$ cat src/rtl/lsr_window_feeder.sv
// Sample feeder for the least-squares regression stage: buffers a sliding window
// of samples and launches an ordered snapshot plus its absolute x-offset.
module lsr_window_feeder #(
  parameter int DATA_SIZE = 16,
  parameter int DATA_W    = 16,
  parameter int STRIDE    = 1
) (
  input  logic                             clk,
  input  logic                             rst_n,
  input  logic                             in_valid,
  input  logic [DATA_W-1:0]                in_data,
  output logic                             in_ready,
  input  logic                             flush,
  input  logic                             fit_busy,
  output logic [DATA_SIZE*DATA_W-1:0]      window_data,
  output logic [15:0]                      shift,
  output logic                             start,
  output logic [$clog2(DATA_SIZE+1)-1:0]   fill_level
);

  localparam int PTR_W = $clog2(DATA_SIZE);
  localparam int CNT_W = $clog2(DATA_SIZE+1);

  typedef enum logic [1:0] {
    ST_FILL   = 2'd0,
    ST_STREAM = 2'd1,
    ST_PEND   = 2'd2
  } state_e;

  state_e                        state_q;
  logic [DATA_W-1:0]             mem_q [DATA_SIZE];
  logic [PTR_W-1:0]              wr_ptr_q;
  logic [PTR_W-1:0]              wr_ptr_d;
  logic [CNT_W-1:0]              fill_q;
  logic [CNT_W-1:0]              stride_q;
  logic [15:0]                   abs_idx_q;
  logic                          pending_q;
  logic                          start_q;
  logic [15:0]                   shift_q;
  logic [DATA_SIZE*DATA_W-1:0]   window_q;
  logic [DATA_SIZE*DATA_W-1:0]   window_d;
  logic [PTR_W:0]                rd_idx_s;
  logic                          accept_s;

  assign in_ready    = ~pending_q;
  assign accept_s    = in_valid & ~pending_q;
  assign window_data = window_q;
  assign shift       = shift_q;
  assign start       = start_q;
  assign fill_level  = fill_q;

  // Circular write pointer advance.
  always_comb begin
    if (wr_ptr_q == PTR_W'(DATA_SIZE-1)) begin
      wr_ptr_d = {PTR_W{1'b0}};
    end else begin
      wr_ptr_d = wr_ptr_q + PTR_W'(1);
    end
  end

  // Reorder the ring oldest-first; once full, wr_ptr points at the oldest entry.
  always_comb begin
    window_d = {(DATA_SIZE*DATA_W){1'b0}};
    rd_idx_s = {(PTR_W+1){1'b0}};
    for (int i = 0; i < DATA_SIZE; i++) begin
      rd_idx_s = {1'b0, wr_ptr_q} + (PTR_W+1)'(i);
      if (rd_idx_s >= (PTR_W+1)'(DATA_SIZE)) begin
        rd_idx_s = rd_idx_s - (PTR_W+1)'(DATA_SIZE);
      end else begin
        rd_idx_s = rd_idx_s;
      end
      window_d[i*DATA_W +: DATA_W] = mem_q[rd_idx_s[PTR_W-1:0]];
    end
  end

  // Window control FSM with buffer writes and registered launch outputs.
  always_ff @(posedge clk or negedge rst_n) begin
    if (!rst_n) begin
      state_q   <= ST_FILL;
      wr_ptr_q  <= {PTR_W{1'b0}};
      fill_q    <= {CNT_W{1'b0}};
      stride_q  <= {CNT_W{1'b0}};
      abs_idx_q <= 16'd0;
      pending_q <= 1'b0;
      start_q   <= 1'b0;
      shift_q   <= 16'd0;
      window_q  <= {(DATA_SIZE*DATA_W){1'b0}};
      for (int i = 0; i < DATA_SIZE; i++) begin
        mem_q[i] <= {DATA_W{1'b0}};
      end
    end else begin
      start_q <= 1'b0;
      if (flush) begin
        // Flush wins over a coincident accept or launch; snapshot is retained.
        state_q   <= ST_FILL;
        wr_ptr_q  <= {PTR_W{1'b0}};
        fill_q    <= {CNT_W{1'b0}};
        stride_q  <= {CNT_W{1'b0}};
        abs_idx_q <= 16'd0;
        pending_q <= 1'b0;
      end else begin
        if (accept_s) begin
          mem_q[wr_ptr_q] <= in_data;
          wr_ptr_q        <= wr_ptr_d;
          abs_idx_q       <= abs_idx_q + 16'd1;
        end
        case (state_q)
          ST_FILL: begin
            if (accept_s) begin
              fill_q <= fill_q + CNT_W'(1);
              if (fill_q == CNT_W'(DATA_SIZE-1)) begin
                pending_q <= 1'b1;
                state_q   <= ST_PEND;
              end
            end
          end
          ST_STREAM: begin
            if (accept_s) begin
              if (stride_q == CNT_W'(STRIDE-1)) begin
                stride_q  <= {CNT_W{1'b0}};
                pending_q <= 1'b1;
                state_q   <= ST_PEND;
              end else begin
                stride_q <= stride_q + CNT_W'(1);
              end
            end
          end
          ST_PEND: begin
            if (!fit_busy) begin
              window_q  <= window_d;
              shift_q   <= abs_idx_q - 16'(DATA_SIZE);
              start_q   <= 1'b1;
              pending_q <= 1'b0;
              state_q   <= ST_STREAM;
            end
          end
          default: begin
            state_q   <= ST_FILL;
            pending_q <= 1'b0;
          end
        endcase
      end
    end
  end

endmodule

$ cat config.mk
export PLATFORM = sky130hd
export DESIGN_NAME = lsr_window_feeder
export DESIGN_NICKNAME = d
export VERILOG_FILES = /design/src/rtl/lsr_window_feeder.sv
export SDC_FILE = /design/constraint.sdc
export NUM_CORES = 1
export LEC_CHECK = 0
export ABC_AREA = 1
export CELL_PAD_IN_SITES_DETAIL_PLACEMENT = 1
export CELL_PAD_IN_SITES_GLOBAL_PLACEMENT = 1
export CORE_ASPECT_RATIO = 0.8
export CORE_MARGIN = 2
export CORE_UTILIZATION = 40
export CTS_BUF_LIST = sky130_fd_sc_hd__clkbuf_4 sky130_fd_sc_hd__clkbuf_8
export DETAILED_ROUTE_END_ITERATION = 12
export MAX_ROUTING_LAYER = met4
export PLACE_DENSITY = 0.81
export SLEW_MARGIN = 0
export SYNTH_ARGS = -nofsm -noshare
export SYNTH_HDL_FRONTEND = slang
export SYNTH_SLANG_ARGS = --single-unit
export TNS_END_PERCENT = 100
$ cat constraint.sdc
create_clock -name clk -period 2.95 [get_ports clk]
set_input_delay 0.885 -clock clk [delete_from_list [all_inputs] [get_ports clk]]
set_output_delay 0.885 -clock clk [all_outputs]
set_load 0.01 [all_outputs]
# Yosys cells after proc, flatten, opt, wreduce, memory -nomap -nowiden
# Cells that the tools add are included.
# word_totals
register_bits,562
inputBits,21
# classes
add_sub_neg,36
n_lt_le_gt_ge,34
eq_ne,9
n_mux,96
n_bitwise,21
reduce_logical,11
# op_table
cell,count
$bmux W16 S4,16
$mux W16,35
$bwmux W256,1
$ge A5 B5 Y1 const B,32
$not A4 Y5,17
$mux W4,19
$demux W16 S4,1
$sub A4 B1 Y4 const B,16
$add A4 B4 Y5 const B,8
$mux W5,7
$add A4 B3 Y5 const B,4
$add A16 B1 Y16 const B,1
$sub A16 B5 Y16 const B,1
$ne A3 B3 Y1 const B,5
$mux W2,6
$add A4 B2 Y5 const B,2
$add A5 B1 Y5 const B,2
$mux W1,9
$pmux W2 S3,1
$reduce_and A2 Y1,3
$reduce_bool A2 Y1,3
$add A4 B1 Y5 const B,1
$eq A5 B4 Y1 const B,1
$ge A4 B5 Y1 const B,1
13 further kinds,15

# Longest topological paths before layout
# Gate-level depths: netlist (run 1).
# logic_depth
word_depth,7
depth_mapped,13

# Worst setup path after synthesis (run 1)
# No wires, ideal clock.
# synth_timing
kind,reg2reg
start,register wr_ptr_q[1]
end,"register window_q[48], in the netlist window_data[48]"
t_arrival_ps,2141
required_ps,2833
slack_ps,692
path_stages_with_launch,13
n_path_buf,4
path_cell_list,dfrtp_1 > inv_1 > buf_2 > buf_2 > ha_1 > inv_1 > buf_2 > buf_1 > nand3_1 > nand3_1 > nand3_1 > nand3_1 > nand2_1
# synth_via
elab_chain_cells,7
elab_cells_between_ends,8
classes_between,add/sub (2); order compare (1); mux (4); bitwise (1)
# synth_lines
element,line_no,rtl
"start, declared",32,logic [PTR_W-1:0] wr_ptr_q;
"start signal, assigned",80,wr_ptr_q <= {PTR_W{1'b0}};
"start signal, assigned",96,wr_ptr_q <= {PTR_W{1'b0}};
"start signal, assigned",104,wr_ptr_q <= wr_ptr_d;
$add A4 B2 Y5 *,66,"rd_idx_s = {1'b0, wr_ptr_q} + (PTR_W+1)'(i);"
$sub A4 B1 Y4 or $ge A5 B5 Y1 (tied branches),"68, 67",
$mux W4 *,67,if (rd_idx_s >= (PTR_W+1)'(DATA_SIZE)) begin
$not A4 Y5 (implied by the code) *,72,window_d[i*DATA_W +: DATA_W] = mem_q[rd_idx_s[PTR_W-1:0]];
$bmux W16 S4 *,72,
$mux W16 (implied by the code) * (2 in a row),72,
"end signal, assigned",87,window_q <= {(DATA_SIZE*DATA_W){1'b0}};
"end signal, assigned",130,window_q <= window_d;
"end, declared",40,logic [DATA_SIZE*DATA_W-1:0] window_q;
# Mark *: on every way between the ends. The rest lies on a longest branch, timed or not. The select of a mux whose other input is x is not followed.
# A chain may end at the register's enable or synchronous reset.

# Final worst setup path (run 1)
# layout_timing
start,register pending_q
end,output port in_ready
# layout_via
elab_chain_cells,1
# layout_lines
element,line_no,rtl
"start, declared",37,logic pending_q;
"start signal, assigned",84,pending_q <= 1'b0;
"start signal, assigned",100,pending_q <= 1'b0;
"start signal, assigned",112,pending_q <= 1'b1;
$not A1 Y1,45,assign in_ready = ~pending_q;
"end, declared",12,"output logic in_ready,"
# No other way between the ends.

==> flow_summary.yaml, run 1 <==
final_layout:
  multi_input_area_sq_mm: 0.0168
  final_cell_mix: "1817 x nand3_1, 1360 x nand2_1, 558 x dfrtp_1"
  final.fill_count: 10200
  fin_nets: 4786
  layout-drive-gt1-share: 0.0714
  ff_latch_area_sq_mm: 0.0141
  layout_commonest_cell: "nand3_1"
  design_area_sq_mm: 0.0391
  area_growth_pct: 19.7
timing:
  period_share: 0.929
  drv_slew: 0
  rsz0062_at_grt: "no"
  finalHoldViolCount: 0
  tightestPinTransition_ns: 0.768
  fin_setup_tns_ns: 0
  fin_skew_ns: 0.0544
  min_period_ns: 2.74
  fmax_mhz: 365
  setup_viol: 0
  slew_headroom: 0.488
hold_path:
  hp-class: "input pin to async pin"
drt:
  wl_um: 136000
  first_iter_violations: 2937
  ant_nets: 0
  drt_pass1_iterations: 5
  via_per_inst: 5.94
  wl_per_cell_um: 23.0
  drc: 0
  vias: 35100
worst_setup_path:
  start_kind: "flop"
  path_max_fanout: 3
  rrSetupSlack_ns: 0.26
  crit_type: "flop to output pin"
  required_ns: 2.07
  critPathArrivalTime_ns: 1.86
  end_kind: "output pin"
place:
  placed_area_sq_mm: 0.0370
  io_buffer_count: 299
  place_congestion: 0.914
  dp_hpwl_um: 101000
synthesis:
  synth_cells: 4579
  syn_nets: 4621
  yosysUniqueCellTypes: 33
  synth_seq_area_share: 0.430
  syn_area_sq_mm: 0.0327
  synth_flop_cell: "dfrtp_1"
  ys_ff_latch: 562
  syn_area_per_cell_sq_um: 7.14
  ys_warn_count: 0
  synth_top_area_share: 0.430
  synth-edff-count: 0
  ys_async_sr_fraction: 1.00
  synth_top_area_cell: "dfrtp_1"
  synth.area.top_cells: "dfrtp_1 43%, nand3_1 28%, nand2_1 16%"
clocking:
  cts_tree: "yes"
  cts_hold_buf: 0
  post-cts-setup-buffers: 0
  path_clk_slew_ns: 0.07
  clockBufferDepth: 3
  root_buffer: "clkbuf_8"
  worstSkewPairLatency_ns: 0.77
  h-tree-depth: 3
  cts_buffers: 93
  cts_resized: 0
  cts_sinks: 562
pwr:
  leakagePower_nw: 18.2
  p_int_mw: 18.2
  p_sw_mw: 11.1
  clkPwrFrac: 0.269
  sw_frac_of_total: 0.379
  ir_worst_vdd_uv: 381
  combPwrFrac: 0.360
  power_frac_seq: 0.371
  power.density_mw_per_mm2: 747
floorplan:
  rows: 93
  dieArea_sq_mm: 0.0841
  initial_utilization: 0.405
  die_w_um: 324
  ios: 300
  die_h_um: 260
  core_area_sq_mm: 0.0808
global_route:
  antenna_found_initial: 1
  grt_max_degree: 126
  grt_pass1_vias: 37000
  overflow: 0
  grt_use_total: 0.330
  grt_pass1_wl_um: 208000
status:
  outcome: "finished, final reports clean"
flow_run:
  maxCapViolCount: 0
final timing paths:
| path | from | end | cells after the start |
|---|---|---|---|
| hold / removal | rst_n | mem_q[204] | 1 |
| min in group clk | window_data[31] | window_data[31] | 2 |
| hold reg to reg | window_data[31] | window_data[31] | 2 |
| setup / recovery | pending_q | in_ready | 2 |
| max in group asynchronous | rst_n | window_data[9] | 2 |
| setup reg to reg | wr_ptr_q[1] | window_data[255] | 9 |
state kept, by name, indices dropped and copies added (netlist names):
| register | count |
|---|---|
| pending_q | 1 |
| window_data | 256 |
| mem_q | 256 |
| abs_idx_q | 16 |
| shift | 16 |
| wr_ptr_q | 4 |
| start | 1 |
| state_q | 2 |
| fill_level | 5 |
| stride_q | 5 |
power by group through the flow:
stage,clock network [mW],logic [mW],registers (mW)
after floorplan,0,5.12,11.0
after global placement,0,10.2,11.0
after detailed placement,0,10.5,11.0
after CTS,8.00,10.6,10.9
after global routing,8.31,11.6,11.0
final,7.85,10.5,10.9
metrics by stage:
| stage | hold slack (ns) | util | setup WS (ns) | std cells | total power [mW] |
|---|---|---|---|---|---|
| 6_report | 0.0604 | 0.485 | 0.209 | 5913 | 29.2 |
| 5_1_grt | 0.0404 | 0.485 | 0.118 | 5913 | 30.9 |
| 3_5_place_dp | 0.465 | 0.459 | 0.183 | 5741 | 21.5 |
| 4_1_cts | 0.0348 | 0.484 | 0.148 | 5912 | 29.5 |
| 3_3_place_gp | 0.464 | 0.459 | 0.267 | 5741 | 21.2 |
| 2_1_floorplan | 0.474 | - | 0.692 | 4579 | 16.1 |
synth_stat cells, types with 2 or more instances:
library cell	instances
ha_1	21
buf_2	180
nand2_1	1364
inv_1	58
nor2_1	45
o21ai_1	76
buf_1	45
a21oi_1	12
o21bai_1	2
dfrtp_1	562
xor2_1	4
a31oi_1	6
xor2_2	8
nand3_4	14
o21ai_0	204
nand4_1	5
clkbuf_1	101
nor3_1	5
nand3b_1	2
inv_2	10
buf_4	19
o22ai_1	6
nand2_2	4
nand3_1	1817
final cells by class:
cell class,count,share of cell area
Multi-Input combinational cell,3601,0.429
Timing Repair Buffer,417,0.116
Clock inverter,28,0.00777
Clock buffer,143,0.0457
Inverter,69,0.00700
Sequential cell,562,0.360
Tap cell,1092,0.0349
Antenna cell,1,0.0000640
metal layers:
layer / GRT usage / part of all wire / up-vias / wire length, um
li1: - / - / 16000 / -
met1: 0.344 / 0.36 / 17500 / 48800
met2: 0.587 / 0.53 / 1123 / 71500
met3: 0.0407 / 0.041 / 501 / 5580
met4: 0.213 / 0.073 / 0 / 9980
met5: - / 0 / - / 0
worst max-delay path, stage by stage, from the launching register on:
cell	delay, ns
dfrtp_1	0.43
inv_1	0.14
clkdlybuf4s50_1	0.56
cells by family after synthesis:
logic type,Yosys count,synth area share
AOI/OAI and AO/OA,307,0.0477
xor gates and xnor gates,12,0.00505
adders and majority gates,21,0.00804
buffers and inverters,416,0.0575
DFF,562,0.430
muxes,1,0.000306
and+or+nand+nor,3260,0.451
No activity file was read; power rests on OpenSTA's default activity.
==> inputs of run 2 (changes only) <==
- CORE_MARGIN: 2 -> not set
- clock period: 2.95 -> 2.62 ns (I/O delays scaled with it)
==> run 2 against run 1 <==
Against the previous run: power up 15%; die area decreased by 1.4%; sequential power up 12%; core utilization increased by 0.76 points; sequential share of layout area shrank 0.55 points; non-clock buffer count grew 34; first-iteration DRC count grew 3.9%; clock power rose by 21%; critical path depth is 1 lower; setup slack got worse by 0.13 ns; register-to-register slack worse by 0.05 ns.
==> flow_summary.yaml, run 2 (same netlist as run 1, synthesis figures left out) <==
final_layout:
  fin_nets: 4822
  design_area_sq_mm: 0.0397
  layout_commonest_cell: "nand3_1"
  final.fill_count: 10100
  final_cell_mix: "1817 x nand3_1, 1360 x nand2_1, 558 x dfrtp_1"
  multi_input_area_sq_mm: 0.0168
  layout-drive-gt1-share: 0.0779
  ff_latch_area_sq_mm: 0.0141
  area_growth_pct: 21.5
  fin_util: 0.492
timing:
  period_share: 0.969
  final.setup.worst_slack_ns: 0.0807
  fmax_mhz: 394
  setup_viol: 0
  fin_skew_ns: 0.0423
  slew_headroom: 0.534
  min_period_ns: 2.54
  drv_slew: 0
  finalHoldViolCount: 0
  tightestPinTransition_ns: 0.699
  rsz0062_at_grt: "no"
hold_path:
  whs_path_depth: 2
  min_to: "window_data[144]"
  hp-class: "flop to flop"
  worstHoldStart: "window_data[144]"
status:
  outcome: "finished, final reports clean"
drt:
  ant_nets: 0
  wl_per_cell_um: 23.0
  vias: 35200
  drt_pass1_iterations: 5
  first_iter_violations: 3053
  drc: 0
  via_per_inst: 5.92
  wl_um: 137000
clocking:
  cts_sinks: 562
  cts_buffers: 95
  h-tree-depth: 3
  path_clk_slew_ns: 0.06
  cts_tree: "yes"
  worstSkewPairLatency_ns: 0.77
  root_buffer: "clkbuf_8"
  clockBufferDepth: 3
  post-cts-setup-buffers: 0
worst_setup_path:
  worst_path_max_delay_cell: "clkdlybuf4s50_1"
  rrSetupSlack_ns: 0.21
  critPathBufInv: 1
  cp_cell_sequence: "clkdlybuf4s50_1"
  crit_type: "flop to output pin"
  critPathArrivalTime_ns: 1.75
  worstRegToRegCells: 7
  path_max_fanout: 4
  start_kind: "flop"
  end_kind: "output pin"
  cp_top_family: "buffers and inverters"
  r2r-end: "window_data[239]"
  reg2reg_from: "wr_ptr_q[1]"
  cpPeakStageDelay_ns: 0.58
  required_ns: 1.83
  worstSetupStartpoint: "fill_level[0]"
global_route:
  grt_use_total: 0.337
  overflow: 0
  grt_pass1_wl_um: 211000
  grt_pass1_vias: 36500
  grt_max_degree: 113
  antenna_found_initial: 2
flow_run:
  maxCapViolCount: 0
pwr:
  leakagePower_nw: 18.6
  ir_worst_vdd_uv: 559
  power_mw: 33.7
  power.density_mw_per_mm2: 847
place:
  place_congestion: 0.928
  post-place-ws_ns: -0.0366
  placed_area_sq_mm: 0.0375
  dp_hpwl_um: 102000
  io_buffer_count: 299
floorplan:
  die_w_um: 322
  initial_utilization: 0.405
  core_area_sq_mm: 0.0808
  dieArea_sq_mm: 0.0829
  die_h_um: 258
  rows: 93
  ios: 300
## run 2: cell types whose count changed in the layout (fill, tap and decap cells not counted)
cell,before,now
clkbuf_4,29,27
clkbuf_8,114,116
dlygate4sd3_1,0,1
buf_4,66,83
clkdlybuf4s50_1,298,297
clkinv_2,16,13
bufinv_16,5,11
clkinvlp_4,6,4
clkinv_8,1,0
buf_12,52,68
inv_6,1,2
dlygate4sd2_1,0,1
## run 2: area by class of cell
| type | instances | share of cell area |
|---|---|---|
| Multi-Input combinational cell | 3601 | 0.422 |
| Clock inverter | 29 | 0.0112 |
| Tap cell | 1092 | 0.0344 |
| Antenna cell | 1 | 0.0000630 |
| Timing Repair Buffer | 451 | 0.126 |
| Sequential cell | 562 | 0.354 |
| Inverter | 69 | 0.00690 |
| Clock buffer | 143 | 0.0453 |
## run 2: worst max path at each step
stage,slack (ns),end,cells past startpoint
CTS,0.02,fill_level[1],1
finish,0.08,fill_level[0],1
global placement,0.04,mem_q[218],10
detailed placement,-0.04,mem_q[22],9
floorplan,0.36,window_data[48],12
global route,0.02,fill_level[0],1
## run 2: what timing repair did
action,in CTS,in global routing
endpoints found under the setup margin,1,1
gates resized for setup,1,1
endpoints found under the hold margin,25,0
hold buffers,1,0
cloned,0,0
## run 2: metal layers
metal / global-route usage / wire (um) / up-vias / share of wire
li1: - / - / 16100 / -
met1: 0.361 / 50500 / 17500 / 0.37
met2: 0.595 / 71500 / 1152 / 0.52
met3: 0.0423 / 5360 / 481 / 0.039
met4: 0.205 / 9280 / 0 / 0.068
met5: - / 0 / - / 0
## run 2: power by group
part	switching (mW)	internal [mW]	leakage, nW	total, mW
registers	1.63	10.6	7.57	12.2
logic	6.84	5.10	9.81	11.9
clock network	4.03	5.48	1.17	9.52
total	12.5	21.2	18.6	33.7
## run 2: stage by stage
step	hold WS, ns	TNS [ns]	cells
global route	0.500	0	5948
CTS	0.482	0	5947
detailed placement	0.465	-0.0866	5774
finish	0.476	0	5948
floorplan	0.474	0	4579
global placement	0.463	0	5774
## run 2: worst reg2reg max path: stages, from the launching register on
cell and delay, ns:
dfrtp_4 0.48, clkinv_2 0.18, ha_2 0.38, buf_4 0.56, nand3_1 0.22, nand3_1 0.11
nand3_1 0.25, nand2_1 0.15
==> inputs of run 3 (changes only) <==
--- a/config.mk
+++ b/config.mk
@@ -16,2 +16,3 @@
 export PLACE_DENSITY = 0.81
+export REMOVE_ABC_BUFFERS = 1
 export SLEW_MARGIN = 0
==> constraint.sdc (replaced) <==
create_clock -name clk -period 2.62 [get_ports clk]
set_input_delay 0.393 -clock clk [delete_from_list [all_inputs] [get_ports clk]]
set_output_delay 0.393 -clock clk [all_outputs]
set_load 0.01 [all_outputs]
==> run 3 against run 2 <==
Against the previous run: via count grew 2.8%; clock-buffer cell count up 19; combinational power is essentially flat; final area is 0.99% lower; hold slack got worse by 0.31 ns; sequential power about the same; routed wire length is 3.4% higher; register-to-register slack got worse by 0.04 ns; flip-flop and latch count stayed put; final cell count down 0.12%; first-iteration DRC count is 27% higher; largest power group unchanged; highest routed layer unchanged.
==> flow_summary.yaml, run 3 (same netlist as run 1, synthesis figures left out) <==
status:
  outcome: "finished, final reports clean"
worst_setup_path:
  rrSetupSlack_ns: 0.17
  critPathArrivalTime_ns: 3.12
  crit_type: "flop to flop"
  worst_path_max_delay_cell: "dfrtp_4"
  reg2reg_from: "wr_ptr_q[0]"
  end_kind: "flop"
  start_kind: "flop"
  worstRegToRegCells: 9
  cp_common_cell: "nand3_1"
  path_max_fanout: 24
  worstSetupStartpoint: "wr_ptr_q[0]"
  required_ns: 3.28
  cpPeakStageDelay_ns: 0.55
  cp_cell_sequence: "ha_1, inv_1, nand2_1, nand2_2, buf_4, nand3_1, nand3_1, nand3_1, nand2_1"
pwr:
  leakagePower_nw: 18.3
  p_int_mw: 20.6
  power.density_mw_per_mm2: 846
  p_sw_mw: 12.6
  power_mw: 33.3
  power_frac_seq: 0.366
  clkPwrFrac: 0.271
  combPwrFrac: 0.363
  ir_worst_vdd_uv: 436
  sw_frac_of_total: 0.380
floorplan:
  rows: 93
  die_h_um: 258
  core_area_sq_mm: 0.0808
  ios: 300
  initial_utilization: 0.405
  dieArea_sq_mm: 0.0829
  die_w_um: 322
clocking:
  cts_buffers: 98
  post-cts-setup-buffers: 0
  clockBufferDepth: 3
  path_clk_slew_ns: 0.07
  cts_tree: "yes"
  h-tree-depth: 3
  worstSkewPairLatency_ns: 0.78
  cts_sinks: 562
  root_buffer: "clkbuf_8"
place:
  place_congestion: 0.927
  post-place-ws_ns: 0.326
  dp_hpwl_um: 95400
  io_buffer_count: 299
drt:
  ant_nets: 0
  drc: 0
  wl_per_cell_um: 23.8
  via_per_inst: 6.10
  wl_um: 141000
  drt_pass1_iterations: 6
  vias: 36200
  first_iter_violations: 3880
final_layout:
  ff_latch_area_sq_mm: 0.0141
  layout-drive-gt1-share: 0.0766
  final.fill_count: 10100
  final_cell_mix: "1816 x nand3_1, 1360 x nand2_1, 558 x dfrtp_1"
  fin_nets: 4812
  multi_input_area_sq_mm: 0.0169
  layout_commonest_cell: "nand3_1"
  area_growth_pct: 20.3
timing:
  rsz0062_at_grt: "no"
  fin_setup_tns_ns: 0
  period_share: 0.936
  finalHoldViolCount: 0
  setup_viol: 0
  final.setup.worst_slack_ns: 0.167
  slew_headroom: 0.313
  fmax_mhz: 408
  min_period_ns: 2.45
  tightestPinTransition_ns: 1.03
  drv_slew: 0
  fin_skew_ns: 0.0540
global_route:
  grt_pass1_wl_um: 217000
  grt_max_degree: 195
  overflow: 0
  antenna_found_initial: 2
  grt_pass1_vias: 36600
  grt_use_total: 0.348
flow_run:
  maxCapViolCount: 0
hold_path:
  hp-class: "input pin to async pin"
[run 3: changes by cell type in the layout (fill, tap and decap cells not counted), moves of 2 or more]
| cell | previous run | this run |
|---|---|---|
| buf_12 | 68 | 41 |
| buf_4 | 83 | 97 |
| bufinv_16 | 11 | 1 |
| clkbuf_4 | 27 | 29 |
| clkbuf_8 | 116 | 133 |
| clkinv_2 | 13 | 6 |
| clkinvlp_4 | 4 | 1 |
| diode_2 | 1 | 4 |
| inv_4 | 0 | 2 |
| xor2_2 | 8 | 0 |
| xor2_4 | 0 | 8 |
[run 3: power by group through the flow]
stage / Combinational, mW / Clock [mW] / Sequential [mW]
global placement: 11.5 / 0 / 12.2
CTS: 12.0 / 9.17 / 12.1
finish: 12.1 / 9.02 / 12.2
global route: 13.1 / 9.50 / 12.4
floorplan: 5.38 / 0 / 12.6
detailed placement: 11.9 / 0 / 12.3
[run 3: layout make-up]
class                   instances  share of cell area
diodes                          4            0.000254
clock buffers                 162              0.0521
clock inverters                13             0.00321
inverters                      69             0.00703
multi-input cells            3601               0.429
flip-flops and latches        562               0.358
well taps                    1092              0.0347
repair buffers                438               0.116
[run 3: layer usage]
metal  routed length, um  share of wire  vias up  track usage
met2               63800           0.45     1827        0.528
met3               13600          0.096      433       0.0821
met1               57300           0.41    17900        0.440
li1                    -              -    16100            -
met4                6570          0.047        0        0.155
met5                   0              0        -            -
[run 3: path summary, 6_finish.rpt]
check                             endpoint
max reg2reg                window_data[81]
min in group clk                state_q[1]
max                        window_data[81]
min reg2reg                window_data[21]
max in group asynchronous         mem_q[7]
min                        window_data[11]
[run 3: per-stage QoR]
step | area (sq um) | util | hold slack (ns) | std cells
after floorplan | 31100 | - | 0.0974 | 4232
after global placement | 37200 | 0.460 | 0.363 | 5761
after detailed placement | 37200 | 0.460 | 0.357 | 5761
after CTS | 39300 | 0.487 | 0.150 | 5937
after global routing | 39300 | 0.487 | 0.169 | 5940
final | 39300 | 0.487 | 0.164 | 5941
[run 3: critical path, delay by kind of cell, from the launching register on]
family | cells | cell delay (ns)
DFF | 1 | 0.55
and+or+nand+nor | 6 | 0.78
adders and majority gates | 1 | 0.43
buffers and inverters | 2 | 0.54
[run 3: what timing repair did]
item / 4_1_cts / 5_1_grt
hold buffers: 1 / 0
resized for setup: 0 / 0
hold endpoints to repair: 187 / 0
setup endpoints to repair: 0 / 0
